==> src/rtl/uart_loader_pkg.sv <==
// rtl/uart_loader_pkg.sv - shared encodings and state type for the UART program loader
package uart_loader_pkg;

    // Encodings presented on the mode output
    localparam logic [2:0] MODE_IDLE = 3'd0;
    localparam logic [2:0] MODE_LOAD = 3'd1;
    localparam logic [2:0] MODE_EXEC = 3'd2;

    // Byte sent to the host to request a program image
    localparam logic [7:0] LOAD_REQ_BYTE = 8'hAA;

    typedef enum logic [2:0] {
        ST_IDLE      = 3'd0,
        ST_SEND_AA   = 3'd1,
        ST_RECV_LEN  = 3'd2,
        ST_RECV_WORD = 3'd3,
        ST_EXEC      = 3'd4,
        ST_ERR       = 3'd5
    } loader_state_e;

endpackage

==> src/rtl/uart_loader_assembler.sv <==
// rtl/uart_loader_assembler.sv - big-endian byte-to-word assembler with clear
module word_assembler (
    input  logic        clk,
    input  logic        rstn,
    input  logic        clear_i,
    input  logic [7:0]  byte_i,
    input  logic        valid_i,
    output logic [31:0] word_o,
    output logic        done_o
);

    // First three bytes of the word in arrival order; the fourth is taken live
    logic [23:0] shift_q;
    logic [1:0]  cnt_q;

    // The completed word is offered combinationally in the cycle of its last byte,
    // so the consumer can register it and write exactly one cycle later.
    assign word_o = {shift_q, byte_i};
    assign done_o = valid_i && !clear_i && (cnt_q == 2'd3);

    // Shift accepted bytes in and count them modulo four; clear drops a partial word
    always_ff @(posedge clk) begin
        if (!rstn || clear_i) begin
            shift_q <= 24'd0;
            cnt_q   <= 2'd0;
        end else if (valid_i) begin
            shift_q <= {shift_q[15:0], byte_i};
            cnt_q   <= cnt_q + 2'd1;
        end
    end

endmodule

==> src/rtl/uart_loader.sv <==
// rtl/uart_loader.sv - UART handshake and program loader into external instruction memory
module uart_loader #(
    parameter int ADDR_W = 14
) (
    input  logic              clk,
    input  logic              rstn,
    input  logic              go,
    input  logic [7:0]        rx_data,
    input  logic              rx_valid,
    output logic [7:0]        tx_data,
    output logic              tx_valid,
    input  logic              tx_ready,
    output logic              imem_we,
    output logic [ADDR_W-1:0] imem_addr,
    output logic [31:0]       imem_din,
    output logic [2:0]        mode,
    output logic              exec_start,
    output logic              err
);

    import uart_loader_pkg::*;

    // One past the highest word address; an announced length equal to this is legal
    localparam logic [32:0] CAPACITY = 33'd1 << ADDR_W;

    loader_state_e     state_q;
    logic [ADDR_W-1:0] word_cnt_q;
    logic [ADDR_W-1:0] last_q;
    logic [7:0]        tx_data_q;
    logic              tx_valid_q;
    logic              imem_we_q;
    logic [ADDR_W-1:0] imem_addr_q;
    logic [31:0]       imem_din_q;
    logic [2:0]        mode_q;
    logic              exec_start_q;
    logic              err_q;

    logic              receiving;
    logic              asm_valid;
    logic              asm_clear;
    logic [31:0]       asm_word;
    logic              asm_done;
    logic              len_zero;
    logic              len_too_long;
    logic [ADDR_W-1:0] last_d;

    // Bytes count only while a length or data word is expected
    assign receiving = (state_q == ST_RECV_LEN) || (state_q == ST_RECV_WORD);
    assign asm_valid = rx_valid && receiving;
    assign asm_clear = !receiving;

    word_assembler u_asm (
        .clk     (clk),
        .rstn    (rstn),
        .clear_i (asm_clear),
        .byte_i  (rx_data),
        .valid_i (asm_valid),
        .word_o  (asm_word),
        .done_o  (asm_done)
    );

    // Length decode: compare in 33 bits so every 32-bit length is judged correctly.
    // When the length equals capacity its low bits are zero and the subtraction
    // wraps to the top address, which is exactly the last index wanted.
    assign len_zero     = (asm_word == 32'd0);
    assign len_too_long = ({1'b0, asm_word} > CAPACITY);
    assign last_d       = asm_word[ADDR_W-1:0] - {{(ADDR_W-1){1'b0}}, 1'b1};

    // Loader FSM with all outputs registered
    always_ff @(posedge clk) begin
        if (!rstn) begin
            state_q      <= ST_IDLE;
            word_cnt_q   <= '0;
            last_q       <= '0;
            tx_data_q    <= 8'd0;
            tx_valid_q   <= 1'b0;
            imem_we_q    <= 1'b0;
            imem_addr_q  <= '0;
            imem_din_q   <= 32'd0;
            mode_q       <= MODE_IDLE;
            exec_start_q <= 1'b0;
            err_q        <= 1'b0;
        end else begin
            imem_we_q    <= 1'b0;
            exec_start_q <= 1'b0;
            case (state_q)
                ST_IDLE: begin
                    if (go) begin
                        state_q    <= ST_SEND_AA;
                        mode_q     <= MODE_LOAD;
                        tx_valid_q <= 1'b1;
                        tx_data_q  <= LOAD_REQ_BYTE;
                    end
                end
                ST_SEND_AA: begin
                    if (tx_ready) begin
                        state_q    <= ST_RECV_LEN;
                        tx_valid_q <= 1'b0;
                        tx_data_q  <= 8'd0;
                    end
                end
                ST_RECV_LEN: begin
                    if (asm_done) begin
                        if (len_zero) begin
                            state_q      <= ST_EXEC;
                            mode_q       <= MODE_EXEC;
                            exec_start_q <= 1'b1;
                        end else if (len_too_long) begin
                            state_q <= ST_ERR;
                            mode_q  <= MODE_IDLE;
                            err_q   <= 1'b1;
                        end else begin
                            state_q    <= ST_RECV_WORD;
                            word_cnt_q <= '0;
                            last_q     <= last_d;
                        end
                    end
                end
                ST_RECV_WORD: begin
                    if (asm_done) begin
                        imem_we_q   <= 1'b1;
                        imem_addr_q <= word_cnt_q;
                        imem_din_q  <= asm_word;
                        word_cnt_q  <= word_cnt_q + {{(ADDR_W-1){1'b0}}, 1'b1};
                        if (word_cnt_q == last_q) begin
                            state_q      <= ST_EXEC;
                            mode_q       <= MODE_EXEC;
                            exec_start_q <= 1'b1;
                        end
                    end
                end
                ST_EXEC: begin
                    state_q <= ST_EXEC;
                end
                ST_ERR: begin
                    state_q <= ST_ERR;
                end
                default: begin
                    state_q <= ST_IDLE;
                    mode_q  <= MODE_IDLE;
                end
            endcase
        end
    end

    assign tx_data    = tx_data_q;
    assign tx_valid   = tx_valid_q;
    assign imem_we    = imem_we_q;
    assign imem_addr  = imem_addr_q;
    assign imem_din   = imem_din_q;
    assign mode       = mode_q;
    assign exec_start = exec_start_q;
    assign err        = err_q;

endmodule

==> config.mk <==
export PLATFORM = sky130hd
export DESIGN_NAME = uart_loader
export DESIGN_NICKNAME = d
export VERILOG_FILES = /design/src/rtl/uart_loader_pkg.sv /design/src/rtl/uart_loader_assembler.sv /design/src/rtl/uart_loader.sv
export SDC_FILE = /design/constraint.sdc
export NUM_CORES = 1
export LEC_CHECK = 0
export BUFFER_PORTS_ARGS = -buffer_cell sky130_fd_sc_hd__buf_2
export CAP_MARGIN = 0
export CORE_ASPECT_RATIO = 0.6
export CORE_MARGIN = 4
export CORE_UTILIZATION = 53
export CTS_BUF_LIST = sky130_fd_sc_hd__clkbuf_4
export CTS_CLUSTER_DIAMETER = 100
export CTS_CLUSTER_SIZE = 20
export DETAILED_ROUTE_END_ITERATION = 6
export PLACE_DENSITY = 0.78
export SYNTH_ARGS = -nofsm -noshare
export SYNTH_HDL_FRONTEND = slang
export SYNTH_SLANG_ARGS = --single-unit
export TNS_END_PERCENT = 50
==> constraint.sdc <==
create_clock -name clk -period 1.8 [get_ports clk]
set_input_delay 0 -clock clk [delete_from_list [all_inputs] [get_ports clk]]
set_output_delay 0 -clock clk [all_outputs]
set_load 0.03 [all_outputs]
Word level (Yosys, flattened, before mapping)
Index checks and enable logic that the tools add are counted.
{"block": "op_classes", "add_sub_neg": 3, "n_lt_le_gt_ge": 1, "eq_ne": 15, "mux": 31, "bitwise_logic": 3, "n_reduce_logical": 20}
{"cell": "two-way mux 14 bit", "count": 4}
{"cell": "two-way mux 3 bit", "count": 12}
{"cell": "greater-than comparator 32 x 15 -> 1 bit, second input constant", "count": 1}
{"cell": "zero test 32 bit", "count": 1}
{"cell": "case mux 14 bit (2 select lines)", "count": 1}
{"cell": "case mux 3 bit (6 select lines)", "count": 1}
{"cell": "two-way mux 8 bit", "count": 2}
{"cell": "case mux 8 bit (2 select lines)", "count": 1}
{"cell": "adder 14 x 1 -> 14 bit, second input constant", "count": 1}
{"cell": "== test 14 bit", "count": 1}
{"cell": "subtractor 14 x 1 -> 14 bit, second input constant", "count": 1}
{"cell": "!= test 2 bit, second input constant", "count": 6}
{"cell": "case mux 3 bit (4 select lines)", "count": 1}
{"cell": "AND reduction 5 bit", "count": 2}
{"cell": "AND reduction 4 bit", "count": 2}
{"cell": "two-way mux 1 bit", "count": 7}
{"cell": "== test 3 x 2 -> 1 bit, second input constant", "count": 2}
{"cell": "== test 3 bit, second input constant", "count": 2}
{"cell": "AND reduction 6 bit", "count": 1}
{"cell": "case mux 1 bit (2 select lines)", "count": 2}
{"cell": "AND reduction 2 bit", "count": 2}
{"cell": "nonzero test 2 bit", "count": 2}
{"cell": "== test 3 x 1 -> 1 bit, second input constant", "count": 1}
{"cell": "logical AND 1 bit", "count": 3}
{"cell": "other kinds (10)", "count": 14}
{"block": "totals", "ff_bits": 118}

Depth between registers and ports, before layout
{"block": "logic_depth", "depth_word": 7, "depth_mapped": 9, "ltp_nobuf": 8}

Hierarchy
A second synthesis with hierarchy kept.
{"block": "unflattened", "cells_unflattened": 558, "area_unflattened_um2": 4888.4}
{"module": "uart_loader", "instances": 1, "cells_each": 462, "area_per_inst_um2": 3843.7, "seq_area_each_um2": 1661.6}
{"module": "word_assembler", "instances": 1, "cells_each": 96, "area_per_inst_um2": 1044.8, "seq_area_each_um2": 520.5}

Least setup slack after synthesis
Ideal clock, no wire load.
{"block": "synth_path", "path_kind": "reg2reg", "from": "register u_asm.shift_q[1]", "to": "register word_cnt_q[0]", "t_arrival_ns": 1.708, "required_ns": 1.685, "path_slack_ns": -0.022, "stages_incl_launch_ff": 9, "n_path_buf": 2, "period_less_slack_ns": 1.822, "path_cell_list": "dfxtp_1 -> buf_2 -> nor4_4 -> nand4_2 -> mux2i_2 -> nor3_2 -> buf_2 -> nor2_1 -> o21a_1"}
{"block": "synth_via", "elab_chain_cells": 3, "elab_cells_between_ends": 5, "classes_between": "order compare: 1; eq/ne: 2; reduce/logical: 2"}
{"element": "from (decl)", "line": "uart_loader_assembler.sv:13", "rtl": "logic [23:0] shift_q;"}
{"element": "from (signal assigned)", "line": "uart_loader_assembler.sv:27", "rtl": "shift_q <= {shift_q[15:0], byte_i};"}
{"element": "greater-than comparator 32 x 15 -> 1 bit or zero test 32 bit (tied branches)", "line": "uart_loader.sv:66, uart_loader.sv:65"}
{"element": "!= test 2 bit (no line)"}
{"element": "AND reduction 5 bit (no line) (*)"}
{"element": "to (signal assigned)", "line": "uart_loader.sv:124", "rtl": "word_cnt_q <= word_cnt_q + {{(ADDR_W-1){1'b0}}, 1'b1};"}
{"element": "to (decl)", "line": "uart_loader.sv:27", "rtl": "logic [ADDR_W-1:0] word_cnt_q;"}
Every way passes the cells marked *; elsewhere a longest branch is shown, timed or not.
A chain may end at the register's enable or synchronous reset.

Final worst setup path
{"block": "layout_path", "from": "register last_q[12]", "to": "register mode_q[1], in the netlist mode[1]"}
{"block": "layout_via", "elab_chain_cells": 3}
{"element": "from (decl)", "line": "uart_loader.sv:28", "rtl": "logic [ADDR_W-1:0] last_q;"}
{"element": "from (signal assigned)", "line": "uart_loader.sv:115", "rtl": "last_q <= last_d;"}
{"element": "== test 14 bit", "line": "uart_loader.sv:125", "rtl": "if (word_cnt_q == last_q) begin"}
{"element": "!= test 2 x 1 -> 1 bit (no line)"}
{"element": "AND reduction 6 bit (no line)"}
{"element": "to (signal assigned)", "line": "uart_loader.sv:110", "rtl": "mode_q <= MODE_IDLE;"}
{"element": "to (signal assigned)", "line": "uart_loader.sv:127", "rtl": "mode_q <= MODE_EXEC;"}
{"element": "to (signal assigned)", "line": "uart_loader.sv:140", "rtl": "mode_q <= MODE_IDLE;"}
{"element": "to (decl)", "line": "uart_loader.sv:34", "rtl": "logic [2:0] mode_q;"}
Every way passes these cells.

==> impl_metrics.csv <==
group,metric,value,unit
routing,num_vias,4362,
worst_setup_path,worst_path_max_delay_cell,"o41ai_2",
power,vdd_drop_max,565,uV
timing,drv_slew,0,
floorplan,die_w,130,um
synthesis,yosys.area.top_type,"dfxtp_1",
synthesis,synth_top_family_by_area,"simple AND/OR/NAND/NOR gates",
worst_setup_path,cp-end-kind,"flop",
flow_run,drv_cap,0,
worst_setup_path,worstPathCellList,"xnor2_1 -> nand4_1 -> o41ai_2 -> a31oi_2 -> a211oi_2 -> mux2i_1",
place,post-place-ws,-0.0506,ns
synthesis,yosysWarnings,0,
power,p_leak,0.00260,uW
cts,cts_sinks,109,
synthesis,ys_seq_area_share,45.9,%
cts,insertion_delay,0.49,ns
synthesis,netlist_area,0.00475,mm^2
global_routing,grt_pass1_wl,19.7,mm
timing,slew-limit-headroom,64.6,%
cts,clkSlewWorstSetupHoldPaths,0.16,ns
routing,drc,0,
synthesis,synthMuxAreaShare,6.00,%
timing,finalCritPeriodShare,115,%
finish,drive_gt1_share,32.1,%
floorplan,die_y,81.4,um
finish,utilization,71.8,%
timing,final.setup_skew,0.0277,ns
cts,cts_tree,"built",
global_routing,antenna_found_initial,0,
timing,fmax,0.485,GHz
timing,worstMarginPinSlew,0.531,ns
synthesis,synth_compound_area_share,12.0,%
synthesis,syn_avg_cell_area,8.69,um^2
floorplan,io_pins,74,
timing,finalSetupViolations,33,
cts,numCtsBuffers,9,
worst_setup_path,crit_fanout,4,
synthesis,synthTopCellsByCount,"nand2_1, dfxtp_1, nor2_1",
timing,rsz0062_at_grt,"true",
synthesis,synth_xor_area_share,6.82,%
place,dpl.hpwl,8.62,mm
floorplan,rows,26,
finish,diodes,0,
worst_setup_path,cp.arrival,2.48,ns
global_routing,gr-usage-met1,34.3,%
synthesis,synth_edf_count,0,
finish,seq_area,0.00220,mm^2
cts,ctsRootBufferMaster,"clkbuf_4",
floorplan,die_area,0.0106,mm^2
synthesis,synth.distinct_cells,45,
synthesis,yosys_most_used_dff,"dfxtp_1",
global_routing,grt_overflow,0,
power,power.density,769,mW/mm^2
global_routing,track_usage,23.8,%
worst_setup_path,crit_family,"compound AO/OA/AOI/OAI gates",
power,fin_total_pwr,4760,uW
global_routing,grt_max_degree,42,
worst_setup_path,path_buf_inv,0,
finish,multi_input_area,0.00264,mm^2
global_routing,first_global_vias,3993,
routing,finalWirelength,13.2,mm
synthesis,syn_inst,547,
finish,area_growth_syn_to_layout,30.2,%
synthesis,synthAdderAreaFrac,1.05,%
synthesis,yosysMostFrequentCell,"nand2_1",
synthesis,netlist.area_leader.share,45.9,%
routing,drt-wirelength-per-cell,16.8,um
worst_setup_path,crit_type,"reg -> reg",
timing,finalHoldViolations,0,
synthesis,synth-async-reset-ratio,0,%
worst_setup_path,required,2.21,ns
timing,fin_ws,-0.262,ns
finish,num-fill-cells,614,
cts,cts_max_level,3,
routing,drt-pass1-iter-count,5,
floorplan,floorplan.initialDensity,55.2,%
finish,nNetsFinal,689,
synthesis,synth_area_leaders,"dfxtp_1, nand2_1, a21boi_0, mux2i_1, nor2_1",
run_status,status,"finished with violations",
routing,drtIter0Drc,476,
global_routing,use_met2,35.2,%
floorplan,core-area,0.00862,mm^2
global_routing,grtUsageMet3,5.12,%
worst_setup_path,start_kind,"flop",
place,gp_congestion,0.948,
routing,avgViaCountPerCell,5.53,
global_routing,busiest_layer,"met2",
hold_path,hold_class,"in -> reg",
synthesis,synth_seq_cells,109,
place,io_buffers,68,
cts,cts_buffer_depth,2,
routing,drtAntennaViolNets,0,
synthesis,synthSimpleGateAreaFrac,23.4,%
run_status,violations,"setup timing",
worst_setup_path,cp_slowest_stage_delay,0.47,ns
timing,fin_crit,2.06,ns
==> logic make-up (layout without fill, tap and decap cells) <==
logic type	after synthesis	count (layout)
AO/OA/AOI/OAI	80	80
XOR/XNOR	37	37
adder cells (fa/ha/maj)	4	4
buffers and inverters	45	170
flip-flops	109	109
multiplexers	28	28
other	1	5
AND/OR/NAND/NOR	243	244
==> final timing paths <==
kind | endpoint | slack (ns) | cells after the start | start
min | err | 0.12 | 4 | rx_valid
max reg2reg | mode[1] | -0.26 | 6 | last_q[12]
min reg2reg | imem_din[26] | 0.47 | 2 | imem_din[26]
max | mode[1] | -0.26 | 6 | last_q[12]
==> registers in the layout, summed over array words and instances, names as in the netlist, 2 cells and up <==
name	count
imem_din	32
u_asm.shift_q	24
imem_addr	14
last_q	14
word_cnt_q	14
state_q	3
mode	2
u_asm.cnt_q	2
==> layout make-up <==
type	count	area share (%)
clock buffers	11	1.33
clock inverters	5	0.829
inverters	3	0.182
multi-input cells	398	42.6
flip-flops and latches	109	35.5
well taps	112	2.26
repair buffers	151	17.3
==> layout by cell type (no fill, tap or decap), drive strengths merged, types with 7 or more instances in the layout <==
| master | netlist | routed |
|---|---|---|
| mux2i | 27 | 27 |
| a21boi | 46 | 46 |
| nand3 | 21 | 21 |
| nor2 | 54 | 54 |
| dlygate4sd3 | 0 | 11 |
| nand4 | 12 | 12 |
| nor4 | 8 | 8 |
| dfxtp | 109 | 109 |
| nand2 | 120 | 120 |
| o21ai | 16 | 16 |
| nor3 | 7 | 7 |
| xnor2 | 22 | 22 |
| clkbuf | 14 | 12 |
| xor2 | 15 | 15 |
| buf | 28 | 139 |
==> power breakdown <==
group	leakage [uW]	switching [uW]	internal, uW
logic	0.00164	619	378
registers	0.000885	56.2	2480
clock network	0.0000743	783	447
==> worst reg2reg max path: cells and delay by family (launching register included) <==
kind                      cells  cell delay [ns]
xor gates and xnor gates      1             0.22
and+or+nand+nor               1             0.20
DFF                           1             0.36
muxes                         1             0.24
AOI/OAI and AO/OA             3             0.99
==> metal layers <==
layer | wire, um | up-vias
met5 | 0 | -
met4 | 239 | 0
met3 | 996 | 19
met2 | 5950 | 174
met1 | 6050 | 2095
li1 | - | 2074
==> timing repair <==
item	4_1_cts	5_1_grt
setup endpoints to repair	11	59
hold endpoints to repair	28	0
pin swaps	5	26
gates resized for setup	16	80
setup buffers	1	7
hold buffers	11	0
cloned	3	2
==> stage by stage <==
step                cell area (um^2)  hold WS [ns]  instances  TNS [ns]
finish                          6190         0.118        789     -4.05
global placement                5490         0.321        749         0
global route                    6190         0.104        789     -6.40
floorplan                       4770         0.134        551         0
detailed placement              5490         0.329        749    -0.162
CTS                             5820        0.0631        780  -0.00269
Power figures use the tool's default switching activity.
